**src/rtl/packet_rr_arbiter_pkg.sv**
```systemverilog
// Shared router definitions for the switch-allocation arbiter: port count,
// index-width helpers and the lock state encoding.
package packet_rr_arbiter_pkg;

    localparam int ROUTER_PORTS      = 5;
    localparam int MAX_ARBITER_PORTS = 16;

    typedef enum logic {
        ST_IDLE   = 1'b0,
        ST_LOCKED = 1'b1
    } arb_state_t;

    function automatic int clog2(input int value);
        int result;
        result = 0;
        for (int i = 0; i < 31; i++) begin
            if ((1 << i) < value) begin
                result = i + 1;
            end
        end
        return result;
    endfunction

    // A single requester still needs a one-bit index so grant_id has a width.
    function automatic int id_width(input int num_ports);
        return (num_ports <= 1) ? 1 : clog2(num_ports);
    endfunction

    function automatic int onehot_to_bin(input logic [MAX_ARBITER_PORTS-1:0] onehot);
        int idx;
        idx = 0;
        for (int i = 0; i < MAX_ARBITER_PORTS; i++) begin
            if (onehot[i]) begin
                idx = idx | i;
            end
        end
        return idx;
    endfunction

endpackage

```
**src/rtl/packet_rr_arbiter_fpa.sv**
```systemverilog
// Fixed-priority arbiter: the lowest-indexed active request wins.
module packet_rr_arbiter_fpa #(
    parameter int NUM_PORTS = 5
) (
    input  logic [NUM_PORTS-1:0] i_req,
    output logic [NUM_PORTS-1:0] o_gnt
);

    always_comb begin
        logic found;
        found = 1'b0;
        o_gnt = '0;
        for (int i = 0; i < NUM_PORTS; i++) begin
            if (i_req[i] && !found) begin
                o_gnt[i] = 1'b1;
                found    = 1'b1;
            end
        end
    end

endmodule

```
**src/rtl/packet_rr_arbiter.sv**
```systemverilog
// Packet-granular round-robin arbiter for one router output port: a grant is
// held from head to tail flit, and priority rotates after each tail transfer.
module packet_rr_arbiter
    import packet_rr_arbiter_pkg::*;
#(
    parameter  int NUM_ARBITER_PORTS = ROUTER_PORTS,
    localparam int ID_WIDTH          = id_width(NUM_ARBITER_PORTS)
) (
    input  logic                         clk,
    input  logic                         rst,
    input  logic [NUM_ARBITER_PORTS-1:0] req,
    input  logic [NUM_ARBITER_PORTS-1:0] req_tail,
    input  logic                         out_avail,
    output logic [NUM_ARBITER_PORTS-1:0] grant,
    output logic [ID_WIDTH-1:0]          grant_id,
    output logic                         grant_valid,
    output logic                         xfer
);

    arb_state_t                   r_state;
    arb_state_t                   w_state_next;
    logic [NUM_ARBITER_PORTS-1:0] r_grant;
    logic [NUM_ARBITER_PORTS-1:0] w_grant_next;
    logic [MAX_ARBITER_PORTS-1:0] w_grant_next_wide;
    logic [ID_WIDTH-1:0]          r_grant_id;
    logic [ID_WIDTH-1:0]          r_ptr;
    logic [ID_WIDTH-1:0]          w_ptr_next;
    logic [ID_WIDTH-1:0]          w_ptr_inc;
    logic [ID_WIDTH-1:0]          w_arb_ptr;
    logic [NUM_ARBITER_PORTS-1:0] w_mask;
    logic [NUM_ARBITER_PORTS-1:0] w_req_masked;
    logic [NUM_ARBITER_PORTS-1:0] w_gnt_masked;
    logic [NUM_ARBITER_PORTS-1:0] w_gnt_unmasked;
    logic [NUM_ARBITER_PORTS-1:0] w_rr_grant;
    logic                         w_xfer;
    logic                         w_tail_xfer;

    packet_rr_arbiter_fpa #(
        .NUM_PORTS (NUM_ARBITER_PORTS)
    ) u_fpa_masked (
        .i_req (w_req_masked),
        .o_gnt (w_gnt_masked)
    );

    packet_rr_arbiter_fpa #(
        .NUM_PORTS (NUM_ARBITER_PORTS)
    ) u_fpa_unmasked (
        .i_req (req),
        .o_gnt (w_gnt_unmasked)
    );

    always_ff @(posedge clk) begin
        if (rst) begin
            r_state    <= ST_IDLE;
            r_grant    <= '0;
            r_grant_id <= '0;
            r_ptr      <= '0;
        end else begin
            r_state    <= w_state_next;
            r_grant    <= w_grant_next;
            r_grant_id <= ID_WIDTH'(onehot_to_bin(w_grant_next_wide));
            r_ptr      <= w_ptr_next;
        end
    end

    // A tail transfer re-arbitrates with the already-advanced pointer so the
    // next packet is granted without a bubble cycle.
    always_comb begin
        w_ptr_inc = (r_grant_id == ID_WIDTH'(NUM_ARBITER_PORTS - 1)) ? '0
                                                                      : r_grant_id + ID_WIDTH'(1);
        w_arb_ptr = w_tail_xfer ? w_ptr_inc : r_ptr;
        for (int i = 0; i < NUM_ARBITER_PORTS; i++) begin
            w_mask[i] = (i >= int'(w_arb_ptr));
        end
        w_req_masked = req & w_mask;
        w_rr_grant   = (|w_req_masked) ? w_gnt_masked : w_gnt_unmasked;
    end

    always_comb begin
        w_state_next = r_state;
        w_grant_next = r_grant;
        w_ptr_next   = r_ptr;
        case (r_state)
            ST_IDLE: begin
                if (|req) begin
                    w_grant_next = w_rr_grant;
                    w_state_next = ST_LOCKED;
                end
            end
            ST_LOCKED: begin
                if (w_tail_xfer) begin
                    w_ptr_next   = w_ptr_inc;
                    w_grant_next = w_rr_grant;
                    w_state_next = (|w_rr_grant) ? ST_LOCKED : ST_IDLE;
                end
            end
            default: begin
                w_state_next = ST_IDLE;
                w_grant_next = '0;
            end
        endcase
        w_grant_next_wide                        = '0;
        w_grant_next_wide[NUM_ARBITER_PORTS-1:0] = w_grant_next;
    end

    // The grant is one-hot, so masking with it selects the owner's req/tail.
    always_comb begin
        w_xfer      = (|r_grant) & out_avail & (|(r_grant & req));
        w_tail_xfer = w_xfer & (|(r_grant & req_tail));
        grant       = r_grant;
        grant_id    = r_grant_id;
        grant_valid = |r_grant;
        xfer        = w_xfer;
    end

endmodule

```
**config.mk**
```make
export PLATFORM = sky130hd
export DESIGN_NAME = packet_rr_arbiter
export DESIGN_NICKNAME = d
export VERILOG_FILES = /design/src/rtl/packet_rr_arbiter_pkg.sv /design/src/rtl/packet_rr_arbiter_fpa.sv /design/src/rtl/packet_rr_arbiter.sv
export SDC_FILE = /design/constraint.sdc
export NUM_CORES = 1
export LEC_CHECK = 0
export CORE_UTILIZATION = 29
export CTS_BUF_LIST = sky130_fd_sc_hd__clkbuf_4
export DETAILED_ROUTE_END_ITERATION = 12
export GPL_ROUTABILITY_DRIVEN = 1
export REMOVE_ABC_BUFFERS = 1
export SLEW_MARGIN = 20
export SYNTH_ARGS = -nofsm -noshare
export SYNTH_HDL_FRONTEND = slang
export SYNTH_SLANG_ARGS = --single-unit
export TNS_END_PERCENT = 50
```
**constraint.sdc**
```tcl
create_clock -name clk -period 3 [get_ports clk]
set_input_delay 0.45 -clock clk [delete_from_list [all_inputs] [get_ports clk]]
set_output_delay 0.45 -clock clk [all_outputs]
set_load 0.01 [all_outputs]
```
==> results of run 1 <==
[synthesized netlist by cell type, types with 2 or more instances]
| master | instances |
|---|---|
| nand2b_1 | 2 |
| ha_1 | 2 |
| nor3b_1 | 2 |
| mux2i_1 | 4 |
| mux2_2 | 3 |
| nand3_1 | 3 |
| o21ai_0 | 6 |
| nor2_1 | 10 |
| a21oi_1 | 11 |
| nand2_1 | 15 |
| dfxtp_1 | 11 |
| inv_1 | 4 |
| a222oi_1 | 2 |
| nor3_1 | 3 |
| a31oi_1 | 3 |
| nor4_1 | 2 |
| or3_1 | 2 |
| clkbuf_1 | 2 |
| buf_6 | 2 |
| and3_1 | 2 |
| a211o_1 | 2 |
| nand3b_1 | 3 |
[registers in the layout, indices dropped and copies added (netlist names)]
signal	count
grant	5
grant_id	2
r_state	1
r_ptr	3
[cells by family after synthesis]
kind of cell	share of synthesized area [%]
and+or+nand+nor	29.4
AOI/OAI and AO/OA	27.6
DFF	25.1
buffers and inverters	6.57
muxes	8.43
adders and majority gates	2.86
[worst min-delay path: stages, from the launching register on]
cell	delay [ns]
dfxtp_1	0.37
nand2b_1	0.09
a21oi_1	0.06
[report_power, final]
group / switching, mW / leakage, nW / total, mW / internal, mW
registers: 0.00606 / 0.0895 / 0.156 / 0.150
logic: 0.0396 / 0.358 / 0.0883 / 0.0487
clock network: 0.0560 / 0.0184 / 0.117 / 0.0607
total: 0.102 / 0.466 / 0.361 / 0.259
[final timing paths]
kind | start | to | slack [ns]
worst max-delay path | req[2] | grant_id[0]$_SDFF_PP0_ | 0.19
worst min-delay path | grant[0]$_SDFFE_PP0P_ | grant[0]$_SDFFE_PP0P_ | 0.56
worst max register to register | grant[0]$_SDFFE_PP0P_ | grant_id[0]$_SDFF_PP0_ | 0.31
worst min register to register | grant[0]$_SDFFE_PP0P_ | grant[0]$_SDFFE_PP0P_ | 0.56
[final cells by class]
class / instances / area [µm²]
Fill cell: 287 / 1550
Multi-Input combinational cell: 94 / 598
Timing Repair Buffer: 40 / 355
Sequential cell: 11 / 220
Tap cell: 31 / 38.8
Clock buffer: 4 / 30.0
Inverter: 4 / 15.0
[metrics by stage]
stage | TNS (ns) | hold WS (ns) | instance area (µm²)
after floorplan | -0.287 | 0.485 | 833
after global placement | -0.00553 | 0.538 | 1230
after detailed placement | -0.129 | 0.551 | 1230
after CTS | 0 | 0.564 | 1260
after global routing | 0 | 0.593 | 1260
final | 0 | 0.560 | 1260
[per-layer routing]
layer  track usage, %  routed length, µm
met4             13.2                 98
met2             31.4               1330
met1             22.8               1270
met5                0                  0
met3             3.63                138
==> out/results.ini, run 1 <==
[global_route]
grt_pass1_wl_um=4780
grt_pass1_vias=1025
grt.total_usage_pct=19.2
antenna_found_initial=0
grt.overflow.total=0
grt_max_degree=13

[die]
die_x_um=57.0
num_rows=19
start_util_pct=31.2
die_y_um=57.0
die-area_um2=3240
pin_count=23
coreArea_um2=2810

[logic_synthesis]
ys_types=41
synth_area_per_cell_um2=7.62
ys.flop_type=dfxtp_1
yosysWarningCount=0
synth_top_area_cell=dfxtp_1
synth_top_area_share_pct=25.1
synth_cells=115
synth_edf_count=0
ys_seq_elements=11
async_flop_share_pct=0
yosysSeqAreaShare_pct=25.1
synthTopCellsByArea=dfxtp_1 (25%), nand2_1 (6.4%), a21oi_1 (6.3%)
mappedNetlistArea_um2=876

[min_path]
hold_class=flop to flop
whs_path_depth=2

[clock_tree]
cts_root_buf=clkbuf_4
post_cts_buffers=0
cts_tree=built
clock_latency_ns=0.28
hold_buffers=0
clock_path_buffers=2
cts.sinks=11
cts_made_buffers=3
clk_pin_slew_ns=0.08
cts.htree.levels=1
ctsResizeCount=0

[timing]
finalHoldViolCount=0
skew_ns=0.00538
fin_crit_sh_pct=93.5
worst_pin_slew_ns=0.543
layout_min_cycle_time_ns=2.81
rsz0062_at_grt=no
fmax_mhz=356
slew_headroom_pct=63.7
worst_slack_ns=0.194
drv_slew=0
setup_viol=0

[setup_path]
cp.depth=10
slowest_delay_ns=0.42
crit_path_max_fanout=6
crit_path_top_delay_cell=clkdlybuf4s50_1
crit_family=simple AND/OR/NAND/NOR gates
cp_num_buf_inv=2
cp_cell_sequence=clkdlybuf4s50_1, a222oi_1, and3_1, nor3_1, buf_4, mux2i_1, a211o_1, or3b_1, a32o_1, or2_1
worst_ep_arrival_time_ns=2.98
reg2reg_depth=9
cp-start-kind=primary input
required_ns=3.17
endpoint_kind=flop
critPathKind=primary input to flop

[cells_and_area]
final_cell_count_no_fill=184
fin_util_pct=44.8
layout_commonest_cell=clkdlybuf4s50_1
finalNetCount=169
final_cell_mix=clkdlybuf4s50_1 (22), buf_4 (18), nand2_1 (15), a21oi_1 (11), dfxtp_1 (11)
drive_above_1_share_pct=18.3
diodes=0
area_growth_pct=43.6

[routing]
vias=1029
antenna_left=0
routed_wl_um=2830
wl_per_cell_um=15.4
routed_via_density=5.59
drc=0
drt_pass1_iterations=4
dr.first_iter.drc_count=37

[power]
total_power_uw=361
peakVddDrop_uv=196
p_per_area_nw_per_um2=287
p_leak_nw=0.466

[place]
hpwl_um=2180
portBuffers=22
place_ws_ns=-0.0885
gp_congestion=0.950
dpl.cell_count=180

[status]
status=completed

[run]
drv_cap=0

Power figures use the tool's default switching activity.
==> run 2: changes to the inputs <==
--- a/config.mk
+++ b/config.mk
@@ -5,6 +5,7 @@
 export SDC_FILE = /design/constraint.sdc
 export NUM_CORES = 1
 export LEC_CHECK = 0
+export ABC_CLOCK_PERIOD_IN_PS = 3000
 export CORE_UTILIZATION = 29
 export CTS_BUF_LIST = sky130_fd_sc_hd__clkbuf_4
 export DETAILED_ROUTE_END_ITERATION = 12
==> results of run 2 <==
Final layout, timing and power as in run 1 (identical DEF).
==> run 3: changes to the inputs <==
--- a/config.mk
+++ b/config.mk
@@ -5,9 +5,12 @@
 export SDC_FILE = /design/constraint.sdc
 export NUM_CORES = 1
 export LEC_CHECK = 0
+export ABC_AREA = 1
 export ABC_CLOCK_PERIOD_IN_PS = 3000
+export CAP_MARGIN = 20
 export CORE_UTILIZATION = 29
 export CTS_BUF_LIST = sky130_fd_sc_hd__clkbuf_4
+export CTS_CLUSTER_DIAMETER = 50
 export DETAILED_ROUTE_END_ITERATION = 12
 export GPL_ROUTABILITY_DRIVEN = 1
 export REMOVE_ABC_BUFFERS = 1
==> run 3 against run 2 <==
Compared with the run above: synthesized cell count rose by 30%; design area down 1.3%; sequential share of layout area is 0.23 points higher; sequential power up 6%; core utilization shrank 4.5 points; setup slack better by 0.39 ns; clock skew up 0.0023 ns.
==> out/results.ini, run 3 <==
[place]
gp_congestion=0.825
dpl.cell_count=214
portBuffers=22
hpwl_um=2010

[timing]
slew_headroom_pct=70.6
rsz0062_at_grt=no
fmax_mhz=414
fin_crit_sh_pct=80.5
worst_pin_slew_ns=0.439
setup_viol=0
layout_min_cycle_time_ns=2.42
skew_ns=0.00763
tns_ns=0
finalHoldViolCount=0
drv_slew=0

[global_route]
grt_use_met1_pct=17.5
met2_usage_pct=28.2
grt.total_usage_pct=15.3
grt_pass1_wl_um=3940
use_met3_pct=3.49
busiest_layer=met2
grt.overflow.total=0
grt_pass1_vias=931
antenna_found_initial=0
grt_max_degree=10

[power]
p_leak_nw=0.580
p_clk_share_pct=25.4
pwr-share-seq_pct=40.3
swShare_pct=32.4
peakVddDrop_uv=148
p_per_area_nw_per_um2=331
p_int_uw=278
p_sw_uw=133
power_frac_comb_pct=34.3

[cells_and_area]
largest_reg_flops=5
fin_util_pct=40.3
final_cell_count_no_fill=218
drive_above_1_share_pct=16.7
finalNetCount=190
diodes=0
final_cell_mix=nand2_1 (44), clkdlybuf4s50_1 (22), inv_1 (21), a21oi_1 (14), dfxtp_1 (11)
area_growth_pct=31.6
layout_commonest_cell=nand2_1

[logic_synthesis]
synth_top_area_cell=dfxtp_1
ys_types=26
yosysWarningCount=0
ys_seq_elements=11
ys.flop_type=dfxtp_1
yosysSeqAreaShare_pct=23.3
synth_cells=149
synth_top_area_share_pct=23.3
synthTopCellsByArea=dfxtp_1 (23%), nand2_1 (18%), inv_1 (8.4%)
mappedNetlistArea_um2=943
synth_edf_count=0
synth_area_per_cell_um2=6.33
async_flop_share_pct=0
yosysMostFrequentCell=nand2_1
synth_common_cells=nand2_1 (44), inv_1 (21), a21oi_1 (14)

[clock_tree]
cts_root_buf=clkbuf_4
clock_latency_ns=0.26
hold_buffers=0
cts_made_buffers=3
cts.htree.levels=1
ctsResizeCount=0
clk_pin_slew_ns=0.07
cts.sinks=11
post_cts_buffers=0
clock_path_buffers=2
cts_tree=built

[setup_path]
crit_path_top_delay_cell=clkdlybuf4s50_1
cp_common_cell=clkdlybuf4s50_1
crit_path_max_fanout=6
r2r_start=grant[4]$_SDFFE_PP0P_
required_ns=2.55
endpoint_kind=primary output
critPathKind=primary input to primary output
r2r-end=grant_id[1]$_SDFF_PP0_
cp_cell_sequence=clkdlybuf4s50_1, nand2_1, nand3_1, nor2_2, nor2_8, clkdlybuf4s50_1
cp_num_buf_inv=2
reg2reg_depth=17
crit_family=buffers and inverters
slowest_delay_ns=0.55
worst_ep_arrival_time_ns=1.97
reg2reg_slack_ns=0.99
cp-start-kind=primary input
cp.depth=6

[die]
coreArea_um2=3080
die-area_um2=3490
num_rows=20
die_x_um=59.0
die_y_um=59.0
start_util_pct=30.7
pin_count=23

[status]
status=completed

[routing]
antenna_left=0
dr.first_iter.drc_count=40
drc=0
drt_pass1_iterations=4
wl_per_cell_um=11.0
vias=1016
routed_via_density=4.66
routed_wl_um=2400

[min_path]
hold_class=flop to flop
min_to=r_ptr[1]$_SDFFE_PP0P_
whs_path_depth=2
hp-start=r_ptr[1]$_SDFFE_PP0P_

[run]
drv_cap=0

-- run 3: cell types whose count changed after synthesis, moves of 4 or more --
cell / change
inv_1: +17
mux2i_1: -4
nand3_2: +4
nand2_1: +29
nand3_1: +7
nand2_2: +10
-- run 3: power by group through the flow --
| stage | clock network (mW) | registers, mW | logic (mW) |
|---|---|---|---|
| final | 0.104 | 0.166 | 0.141 |
| after global routing | 0.116 | 0.167 | 0.156 |
| after CTS | 0.110 | 0.166 | 0.142 |
| after global placement | 0 | 0.169 | 0.140 |
| after floorplan | 0 | 0.169 | 0.0831 |
| after detailed placement | 0 | 0.169 | 0.141 |
-- run 3: metal layers --
metal	routed length (µm)	vias to the layer above	part of all wire (%)
li1	-	524	-
met1	1050	459	44
met2	1210	31	50
met3	126	2	5.2
met4	14	0	0.58
met5	0	-	0
-- run 3: final cells by class --
cell class / count / area (µm²)
fill: 341 / 1840
multi-input combinational: 115 / 633
sequential: 11 / 220
timing repair buffer: 22 / 220
inverter: 22 / 82.6
tap: 44 / 55.1
clock buffer: 4 / 30.0
-- run 3: logic make-up after synthesis --
family | count (synthesis) | share of synthesized area (%)
simple gates | 88 | 49.3
fa+ha+maj | 2 | 2.65
buf+inv | 23 | 9.55
compound gates | 25 | 15.1
flops | 11 | 23.3
-- run 3: worst reg2reg max path: stages (launching register included) --
cell and delay (ns):
dfxtp_1 0.51, nor2_1 0.10, nand3_2 0.10, nand2_4 0.08, inv_2 0.07, nand3_4 0.11
nand2_1 0.10, nand2_2 0.07, o21ai_2 0.16, nand2_2 0.10, nand2_1 0.07, nand2_1 0.05
nand2_1 0.08, nand2_1 0.05, nand2_1 0.05, nand2_1 0.06, nand2_2 0.08, nand2_1 0.06
-- run 3: stage by stage --
step                hold WS (ns)  cell area (µm²)  setup WS (ns)  total power, mW
CTS                        0.488             1240          0.588            0.418
floorplan                  0.444              936           1.11            0.252
detailed placement         0.478             1210          0.486            0.310
global route               0.511             1240          0.510            0.439
finish                     0.484             1240          0.584            0.411
global placement           0.474             1210          0.508            0.309
-- run 3: worst max path at each step --
stage / startpoint / endpoint
detailed placement: req[0] / grant_id[1]$_SDFF_PP0_
finish: req[4] / xfer
global placement: req[0] / grant[3]$_SDFF_PP0_
CTS: req[4] / xfer
global route: req[4] / xfer
floorplan: grant[4]$_SDFFE_PP0P_ / grant_id[0]$_SDFF_PP0_
